--- src/rtl/mem_port_arbiter_pkg.sv ---
// Shared encodings for the unified memory-port arbiter: FSM states, requester IDs and counter width.
// Supplies the default `GPR_WIDTH when the surrounding core has not defined it.
`ifndef GPR_WIDTH
`define GPR_WIDTH 32
`endif

package mem_port_arbiter_pkg;

    typedef enum logic [1:0] {
        IDLE    = 2'd0,
        BUS_IF  = 2'd1,
        BUS_MEM = 2'd2,
        RESP    = 2'd3
    } arb_state_e;

    typedef enum logic {
        REQ_IF  = 1'b0,
        REQ_MEM = 1'b1
    } req_id_e;

    // Wide enough for the largest legal STARVE_MAX (15).
    localparam int STARVE_CNT_W = 4;

endpackage

--- src/rtl/mem_arb_starve_ctr.sv ---
// Saturating count of arbitrations IF lost to MEM while it was requesting.
// Raises force_if_o once IF has lost STARVE_MAX times in a row.
module mem_arb_starve_ctr
    import mem_port_arbiter_pkg::*;
#(
    parameter int STARVE_MAX = 4
) (
    input  logic clk_i,
    input  logic rst_i,
    input  logic if_req_i,
    input  logic grant_if_i,
    input  logic grant_mem_i,
    output logic force_if_o
);

    localparam logic [STARVE_CNT_W-1:0] CNT_MAX = STARVE_CNT_W'(STARVE_MAX);

    logic [STARVE_CNT_W-1:0] cnt_q, cnt_d;

    // NOTE: cnt_d gets its hold value first so no path through this block can infer a latch.
    always_comb begin
        cnt_d = cnt_q;
        if (grant_if_i) begin
            cnt_d = '0;
        end else if (grant_mem_i && if_req_i && (cnt_q != CNT_MAX)) begin
            cnt_d = cnt_q + 1'b1;
        end
    end

    // NOTE: state registers use non-blocking assignments so every flop samples pre-edge values.
    always_ff @(posedge clk_i) begin
        if (rst_i) begin
            cnt_q <= '0;
        end else begin
            cnt_q <= cnt_d;
        end
    end

    assign force_if_o = if_req_i && (cnt_q == CNT_MAX);

endmodule

--- src/rtl/mem_port_arbiter.sv ---
// Single-outstanding arbiter sharing the memory bus between IF and MEM; MEM has priority, IF is starvation-protected.
// Optional bus wait timeout: define MEM_ARB_TIMEOUT_EN.
module mem_port_arbiter
    import mem_port_arbiter_pkg::*;
#(
    parameter int ADDR_W     = 32,
    parameter int DATA_W     = `GPR_WIDTH,
    parameter int STARVE_MAX = 4
`ifdef MEM_ARB_TIMEOUT_EN
    ,
    parameter int TIMEOUT    = 64
`endif
) (
    input  logic              clk_i,
    input  logic              rst_i,
    input  logic              if_req_i,
    input  logic [ADDR_W-1:0] if_addr_i,
    output logic [DATA_W-1:0] if_rdata_o,
    output logic              if_ack_o,
    output logic              if_stall_o,
    input  logic              mem_re_i,
    input  logic              mem_we_i,
    input  logic [ADDR_W-1:0] mem_addr_i,
    input  logic [DATA_W-1:0] mem_wdata_i,
    output logic [DATA_W-1:0] mem_rdata_o,
    output logic              mem_ack_o,
    output logic              mem_stall_o,
    output logic              bus_valid_o,
    output logic              bus_we_o,
    output logic [ADDR_W-1:0] bus_addr_o,
    output logic [DATA_W-1:0] bus_wdata_o,
    input  logic              bus_ready_i,
    input  logic [DATA_W-1:0] bus_rdata_i,
    output logic              bus_err_o
);

    arb_state_e        state_q, state_d;
    req_id_e           owner_q, owner_d;
    logic              bus_we_q, bus_we_d;
    logic [ADDR_W-1:0] bus_addr_q, bus_addr_d;
    logic [DATA_W-1:0] bus_wdata_q, bus_wdata_d;
    logic [DATA_W-1:0] if_rdata_q, if_rdata_d;
    logic [DATA_W-1:0] mem_rdata_q, mem_rdata_d;
    logic              mem_req, force_if, grant_if, grant_mem;

`ifdef MEM_ARB_TIMEOUT_EN
    localparam int                WAIT_W    = $clog2(TIMEOUT + 1);
    localparam logic [WAIT_W-1:0] WAIT_LAST = WAIT_W'(TIMEOUT - 1);

    logic [WAIT_W-1:0] wait_q, wait_d;
    logic              err_q, err_d;
`endif

    assign mem_req = mem_re_i | mem_we_i;

    mem_arb_starve_ctr #(
        .STARVE_MAX (STARVE_MAX)
    ) u_starve_ctr (
        .clk_i       (clk_i),
        .rst_i       (rst_i),
        .if_req_i    (if_req_i),
        .grant_if_i  (grant_if),
        .grant_mem_i (grant_mem),
        .force_if_o  (force_if)
    );

    always_comb begin
        state_d     = state_q;
        owner_d     = owner_q;
        bus_we_d    = bus_we_q;
        bus_addr_d  = bus_addr_q;
        bus_wdata_d = bus_wdata_q;
        if_rdata_d  = if_rdata_q;
        mem_rdata_d = mem_rdata_q;
        grant_if    = 1'b0;
        grant_mem   = 1'b0;
`ifdef MEM_ARB_TIMEOUT_EN
        wait_d      = '0;
        err_d       = 1'b0;
`endif
        case (state_q)
            IDLE: begin
                if (mem_req && !force_if) begin
                    state_d     = BUS_MEM;
                    owner_d     = REQ_MEM;
                    bus_we_d    = mem_we_i;
                    bus_addr_d  = mem_addr_i;
                    bus_wdata_d = mem_wdata_i;
                    grant_mem   = 1'b1;
                end else if (if_req_i) begin
                    state_d    = BUS_IF;
                    owner_d    = REQ_IF;
                    bus_we_d   = 1'b0;
                    bus_addr_d = if_addr_i;
                    grant_if   = 1'b1;
                end
            end
            BUS_IF, BUS_MEM: begin
                if (bus_ready_i) begin
                    state_d = RESP;
                    if (state_q == BUS_IF) begin
                        if_rdata_d = bus_rdata_i;
                    end else if (!bus_we_q) begin
                        mem_rdata_d = bus_rdata_i;
                    end
                end
`ifdef MEM_ARB_TIMEOUT_EN
                else if (wait_q == WAIT_LAST) begin
                    // Abort: the requester still gets its ack, with zeroed read data.
                    state_d = RESP;
                    err_d   = 1'b1;
                    if (state_q == BUS_IF) begin
                        if_rdata_d = '0;
                    end else begin
                        mem_rdata_d = '0;
                    end
                end else begin
                    wait_d = wait_q + 1'b1;
                end
`endif
            end
            RESP:    state_d = IDLE;
            default: state_d = IDLE;
        endcase
    end

    always_ff @(posedge clk_i) begin
        if (rst_i) begin
            state_q     <= IDLE;
            owner_q     <= REQ_IF;
            bus_we_q    <= 1'b0;
            bus_addr_q  <= '0;
            bus_wdata_q <= '0;
            if_rdata_q  <= '0;
            mem_rdata_q <= '0;
`ifdef MEM_ARB_TIMEOUT_EN
            wait_q      <= '0;
            err_q       <= 1'b0;
`endif
        end else begin
            state_q     <= state_d;
            owner_q     <= owner_d;
            bus_we_q    <= bus_we_d;
            bus_addr_q  <= bus_addr_d;
            bus_wdata_q <= bus_wdata_d;
            if_rdata_q  <= if_rdata_d;
            mem_rdata_q <= mem_rdata_d;
`ifdef MEM_ARB_TIMEOUT_EN
            wait_q      <= wait_d;
            err_q       <= err_d;
`endif
        end
    end

    assign bus_valid_o = (state_q == BUS_IF) || (state_q == BUS_MEM);
    assign bus_we_o    = bus_we_q;
    assign bus_addr_o  = bus_addr_q;
    assign bus_wdata_o = bus_wdata_q;
    assign if_rdata_o  = if_rdata_q;
    assign mem_rdata_o = mem_rdata_q;
    assign if_ack_o    = (state_q == RESP) && (owner_q == REQ_IF);
    assign mem_ack_o   = (state_q == RESP) && (owner_q == REQ_MEM);
    assign if_stall_o  = if_req_i & ~if_ack_o;
    assign mem_stall_o = mem_req & ~mem_ack_o;

`ifdef MEM_ARB_TIMEOUT_EN
    assign bus_err_o = err_q;
`else
    assign bus_err_o = 1'b0;
`endif

endmodule

--- config.mk ---
export PLATFORM = sky130hd
export DESIGN_NAME = mem_port_arbiter
export DESIGN_NICKNAME = d
export VERILOG_FILES = /design/src/rtl/mem_port_arbiter_pkg.sv /design/src/rtl/mem_arb_starve_ctr.sv /design/src/rtl/mem_port_arbiter.sv
export SDC_FILE = /design/constraint.sdc
export NUM_CORES = 1
export LEC_CHECK = 0
export ABC_AREA = 1
export BUFFER_PORTS_ARGS = -buffer_cell sky130_fd_sc_hd__buf_4
export CAP_MARGIN = 20
export CORE_MARGIN = 3
export CORE_UTILIZATION = 30
export CTS_CLUSTER_SIZE = 30
export DETAILED_ROUTE_END_ITERATION = 10
export PLACE_DENSITY = 0.66
export SLEW_MARGIN = 40
export SYNTH_ARGS = -nofsm -noshare
export SYNTH_HDL_FRONTEND = slang
export SYNTH_SLANG_ARGS = --single-unit
--- constraint.sdc ---
create_clock -name clk_i -period 1.82 [get_ports clk_i]
set_input_delay 0.273 -clock clk_i [delete_from_list [all_inputs] [get_ports clk_i]]
set_output_delay 0.273 -clock clk_i [all_outputs]
set_load 0.005 [all_outputs]
## Word level (Yosys, flattened, before mapping)

Cells that the tools add are included.

- $add $sub $neg: 1
- Multiply operators: 0
- Div/mod/pow operators: 0
- $lt $le $gt $ge: 0
- Equality and inequality tests: 7
- Shift operators: 0
- Mux-type cells: 14
- Bitwise logic cells: 8
- Reductions and logical operators: 17

Operators with widths:

| operator | number |
|---|---|
| 32-bit two-way mux | 2 |
| 1-bit two-way mux | 8 |
| 1-bit logical AND | 6 |
| 2-bit two-way mux | 3 |
| 2-bit case mux with 3 select lines | 1 |
| 2-bit AND reduction | 3 |
| 1-bit NOT | 5 |
| 4-bit by 1-bit adder with 4-bit output, second input constant | 1 |
| 2-bit == test, second input constant | 2 |
| 4-bit by 3-bit == test with 1-bit output, second input constant | 1 |
| 4-bit by 3-bit != test with 1-bit output, second input constant | 1 |
| 4-bit AND reduction | 1 |
| 2-bit OR reduction | 2 |
| 3-bit != test, second input constant | 1 |
| 3-bit AND reduction | 1 |
| 1-bit AND | 2 |
| 2-bit by 1-bit == test with 1-bit output, second input constant | 1 |
| 2-bit logical NOT | 1 |
| 2-bit != test, second input constant | 1 |
| 2-bit nonzero test | 1 |
| 1-bit logical NOT | 1 |
| 1-bit logical OR | 1 |
| 1-bit bitwise OR | 1 |

- Register bits after elaboration: 136
- Bits in latches: 0
- Bits in writable memories: 0
- Memory bits (read-only): 0
- Input bits: 134
- Output and inout bits: 135
- Logic and storage cells: 55
- Memories kept: 0

## Logic depth before layout (Yosys ltp)

- Depth in word-level cells: 8
- Depth in mapped cells: 10
- Depth with buffers taken out: 8

## Hierarchy

Synthesis repeated with hierarchy kept, for this count alone.

- Cell total of the unflattened synthesis: 810
- Area, all modules: 5524.0 sq um

By module, submodules not included:

| module | times used | cells each | area each (sq um) | sequential area each (sq um) |
|---|---|---|---|---|
| mem_port_arbiter | 1 | 771 | 5270.1 | 2642.5 |
| mem_arb_starve_ctr | 1 | 39 | 254.0 | 80.1 |

## Least setup slack after synthesis

OpenSTA, ideal clock, no wires.

- Kind: register -> register
- Start point: reg state_q[0]
- End point: reg mem_rdata_q[10] (netlist: mem_rdata_o[10])
- Library setup time: 0.116 ns
- Data arrival time: 1.298 ns
- Required time: 1.704 ns
- Path slack: 0.406 ns
- Cell stages (with the launch flop): 8
- Path buffers: 1
- Clock period less this slack: 1.414 ns
- Cells stage by stage: dfxtp_1 > inv_1 > ha_1 > nand3_1 > inv_1 > buf_2 > nor2_1 > nor2_1

- Cells in the longest elaborated chain, start to end: 3
- Elaborated cells between the ends (all ways): 5
- Those cells by class: 2 x eq/ne; 1 x bitwise; 2 x reduce/logical

RTL lines:

| element | RTL line | text |
|---|---|---|
| start, declared | mem_port_arbiter.sv:37 | `arb_state_e state_q, state_d;` |
| start signal, assigned | mem_port_arbiter.sv:141 | `state_q <= state_d;` |
| 2-bit by 1-bit == test with 1-bit output or 2-bit == test (tied branches) | mem_port_arbiter.sv:81, mem_port_arbiter.sv:101 |  |
| 2-bit OR reduction or 1-bit NOT (tied branches) | - |  |
| 4-bit AND reduction (no source line) (*) | - |  |
| end signal, assigned | mem_port_arbiter.sv:147 | `mem_rdata_q <= mem_rdata_d;` |
| end, declared | mem_port_arbiter.sv:43 | `logic [DATA_W-1:0] mem_rdata_q, mem_rdata_d;` |

Every way passes the cells marked *; elsewhere a longest branch is shown, timed or not.
A chain may end at the register's enable or synchronous reset.

## Worst setup path in the final report

- Start point: reg state_q[0]
- End point: out bus_valid_o

- Cells in the longest elaborated chain, start to end: 2
- Elaborated cells between the ends (all ways): 3
- Those cells by class: 2 x eq/ne; 1 x reduce/logical

RTL lines:

| element | RTL line | text |
|---|---|---|
| 2-bit by 1-bit == test with 1-bit output or 2-bit == test (tied branches) | mem_port_arbiter.sv:155 | `assign bus_valid_o = (state_q == BUS_IF) \|\| (state_q == BUS_MEM);` |
| 1-bit logical OR (*) | mem_port_arbiter.sv:155 |  |
| end, declared | mem_port_arbiter.sv:28 | `output logic bus_valid_o,` |

Marked as above.

==> results.yml <==
run_status:
  status: "finished clean"
critical_path:
  critPathLaunchType: "register"
  crit_fanout: 4
  worstPathRequired_ns: 1.55
  crit_path_end_kind: "primary output"
  cp_slowest_cell: "dfxtp_1"
  slowest_delay_ns: 0.38
  path_cells: "inv_1 > ha_1 > buf_4"
  r2r-start: "state_q[0]"
  path_buf_inv: 2
  reg2reg_depth: 8
  r2r_slack_ns: 0.20
  rr_endpoint: "bus_addr_o[19]"
  critPathKind: "reg2out"
  cp_data_arrival_time_ns: 1.38
  critical_path.top_delay_family: "flip-flops"
timing:
  final-hold-violation-count: 0
  timing.final.ws_setup_ns: 0.1653
  rsz0062_at_grt: "no"
  finalCritPeriodShare: 0.9091
  finalSetupViolCount: 0
  setup-tns-final_ns: 0
  fin_skew_ns: 0.007494
  fmax_mhz: 604.4
  slew_violations: 0
  post-route-min-period_ns: 1.655
synthesis:
  synth-simple-area-share: 0.3152
  synth-edff-count: 0
  synth_compound_area_frac: 0.09516
  synthXorXnorAreaFrac: 0.001590
  netlist_area_sq_mm: 0.005509
  seq_area_frac_synth: 0.4942
  synth_top_family_by_area: "simple AND/OR/NAND/NOR gates"
  synth_seq_cells: 136
  synth_most_common_cell: "nor2_1"
  synthFlopType: "dfxtp_1"
  avgSynthCellArea_sq_um: 7.127
  synth_warnings: 0
  syn-num-nets: 913
  synth_cell_types: 22
  yosysTopAreaCellShare: 0.4942
  muxShareOfSynthArea: 0
  post-synth-top-area-cell: "dfxtp_1"
  async_flop_share: 0
  synth_common_cells: "200 x nor2_1, 149 x nand2_1, 136 x dfxtp_1"
  yosys-top-cells-area: "dfxtp_1 49%, nor2_1 14%, nand2_1 10%"
  synth_fa_ha_area_frac: 0.01363
  synth_cells: 773
clocking:
  clk_pin_slew_ns: 0.06
  cts_tree: "yes"
  cts.repair.resized: 0
  numCtsBuffers: 17
  h-tree-depth: 4
  post_cts_buffers: 0
  root_buffer: "clkbuf_16"
  clk_path_buf_depth: 2
  clock-sinks: 136
  clk-insertion-delay-late_ns: 0.41
  cts_hold_buf: 0
run:
  drv_cap: 0
pwr:
  ir_worst_vdd_uv: 672.9
  p_leak_uw: 0.004074
  power.density_mw_per_mm2: 1515
cells_and_area:
  nNetsFinal: 1166
  drive_gt1_frac: 0.3128
  num_antenna_cells: 0
  stdcell_count: 1264
  area_growth_pct: 49.69
floorplanning:
  die_w_um: 141.5
  die_h_um: 141.5
  row_count: 48
  core_region_area_sq_mm: 0.01766
  dieArea_sq_mm: 0.02003
  initial_core_util: 0.3120
  io_pins: 269
global_routing:
  grt_usage: 0.1682
  grt_overflow_total: 0
  grt_pass1_vias: 5367
  grt_first_pass_wirelength_um: 27080
  grt_max_degree: 66
  antenna_found_initial: 0
min_path:
  min_from: "mem_wdata_i[21]"
  hold_path_class: "in2reg"
  whs_endpoint: "bus_wdata_o[21]"
  hold_depth: 3
detailed_routing:
  via_count: 5678
  via_per_inst: 4.492
  drc: 0
  drtAntennaViolNets: 0
  dr.first_iter.drc_count: 188
  wl_per_cell_um: 13.74
  first_pass_iters: 4
  wl_um: 17370
placed_design:
  gp_congestion: 0.8021
  dpl_worst_slack_ns: 0.2084
  dpl.cell_count: 1232
  io_buffers: 267
  hpwl_um: 12530
## placed cells by master, fill, tap and decap left out, types with 4 or more instances in the layout
cell,Yosys,final
nand2_1,149,149
dfxtp_1,136,136
inv_2,4,4
clkinvlp_4,0,4
buf_4,11,282
nand3_1,73,73
clkbuf_16,0,17
a21oi_1,39,39
inv_6,0,4
inv_1,44,44
nor2_1,200,200
o21ai_0,64,64
ha_1,6,6
## worst max-delay path by stage
stage / cells past startpoint / endpoint / startpoint
2_1_floorplan: 7 / mem_rdata_o[10] / state_q[0]
3_3_place_gp: 8 / bus_addr_o[0] / state_q[1]
3_5_place_dp: 8 / bus_addr_o[0] / state_q[0]
4_1_cts: 3 / bus_valid_o / state_q[0]
5_1_grt: 9 / bus_addr_o[4] / u_starve_ctr.cnt_q[1]
6_report: 3 / bus_valid_o / state_q[0]
## where the power goes
group,leakage (uW),internal (uW),switching [uW]
Combinational,0.00270,2310,2580
Sequential,0.00112,3920,506
Clock,0.000260,1830,1350
Total,0.00407,8060,4430
## state kept, by name, summed over array words and instances (netlist names)
name and count:
bus_wdata_o 32, bus_addr_o 32, bus_we_o 1, owner_q 1
u_starve_ctr.cnt_q 4, if_rdata_o 32, mem_rdata_o 32, state_q 2
## cell families (layout without fill, tap and decap cells)
family / after synthesis / count (layout)
fa+ha+maj: 6 / 6
compound gates: 104 / 104
simple gates: 427 / 427
buf+inv: 98 / 364
xor+xnor: 1 / 1
other cells: 1 / 1
flops: 136 / 136
## through the flow
| stage | total power, uW | area (sq um) | utilization | hold slack, ns |
|---|---|---|---|---|
| after floorplan | 7067 | 5509 | - | 0.4158 |
| after global placement | 9368 | 7697 | 0.4359 | 0.4533 |
| after detailed placement | 9435 | 7697 | 0.4359 | 0.4565 |
| after CTS | 12680 | 8247 | 0.4670 | 0.09225 |
| after global routing | 13490 | 8247 | 0.4670 | 0.1061 |
| final | 12490 | 8247 | 0.4670 | 0.1172 |
## worst reg2reg max path, delay by kind of cell (launching register included)
kind                       cells  cell delay [ns]
AOI/OAI and AO/OA              1             0.14
adders and majority gates      1             0.28
buffers and inverters          4             0.50
DFF                            1             0.33
and+or+nand+nor                2             0.28
## layer usage
layer,track usage,vias to the layer above,wire (um)
met5,0,-,0
met4,0.07576,0,503
met3,0.06471,31,1727
met2,0.2684,212,7693
met1,0.2012,2496,7442
li1,-,2939,-
## layout make-up
| cell class | count | area, sq um |
|---|---|---|
| Clock buffer | 20 | 456.7 |
| Clock inverter | 12 | 92.59 |
| Fill cell | 1788 | 9410 |
| Inverter | 48 | 180.2 |
| Multi-Input combinational cell | 539 | 2356 |
| Sequential cell | 136 | 2723 |
| Tap cell | 225 | 281.5 |
| Timing Repair Buffer | 284 | 2157 |
Power figures use the tool's default switching activity.
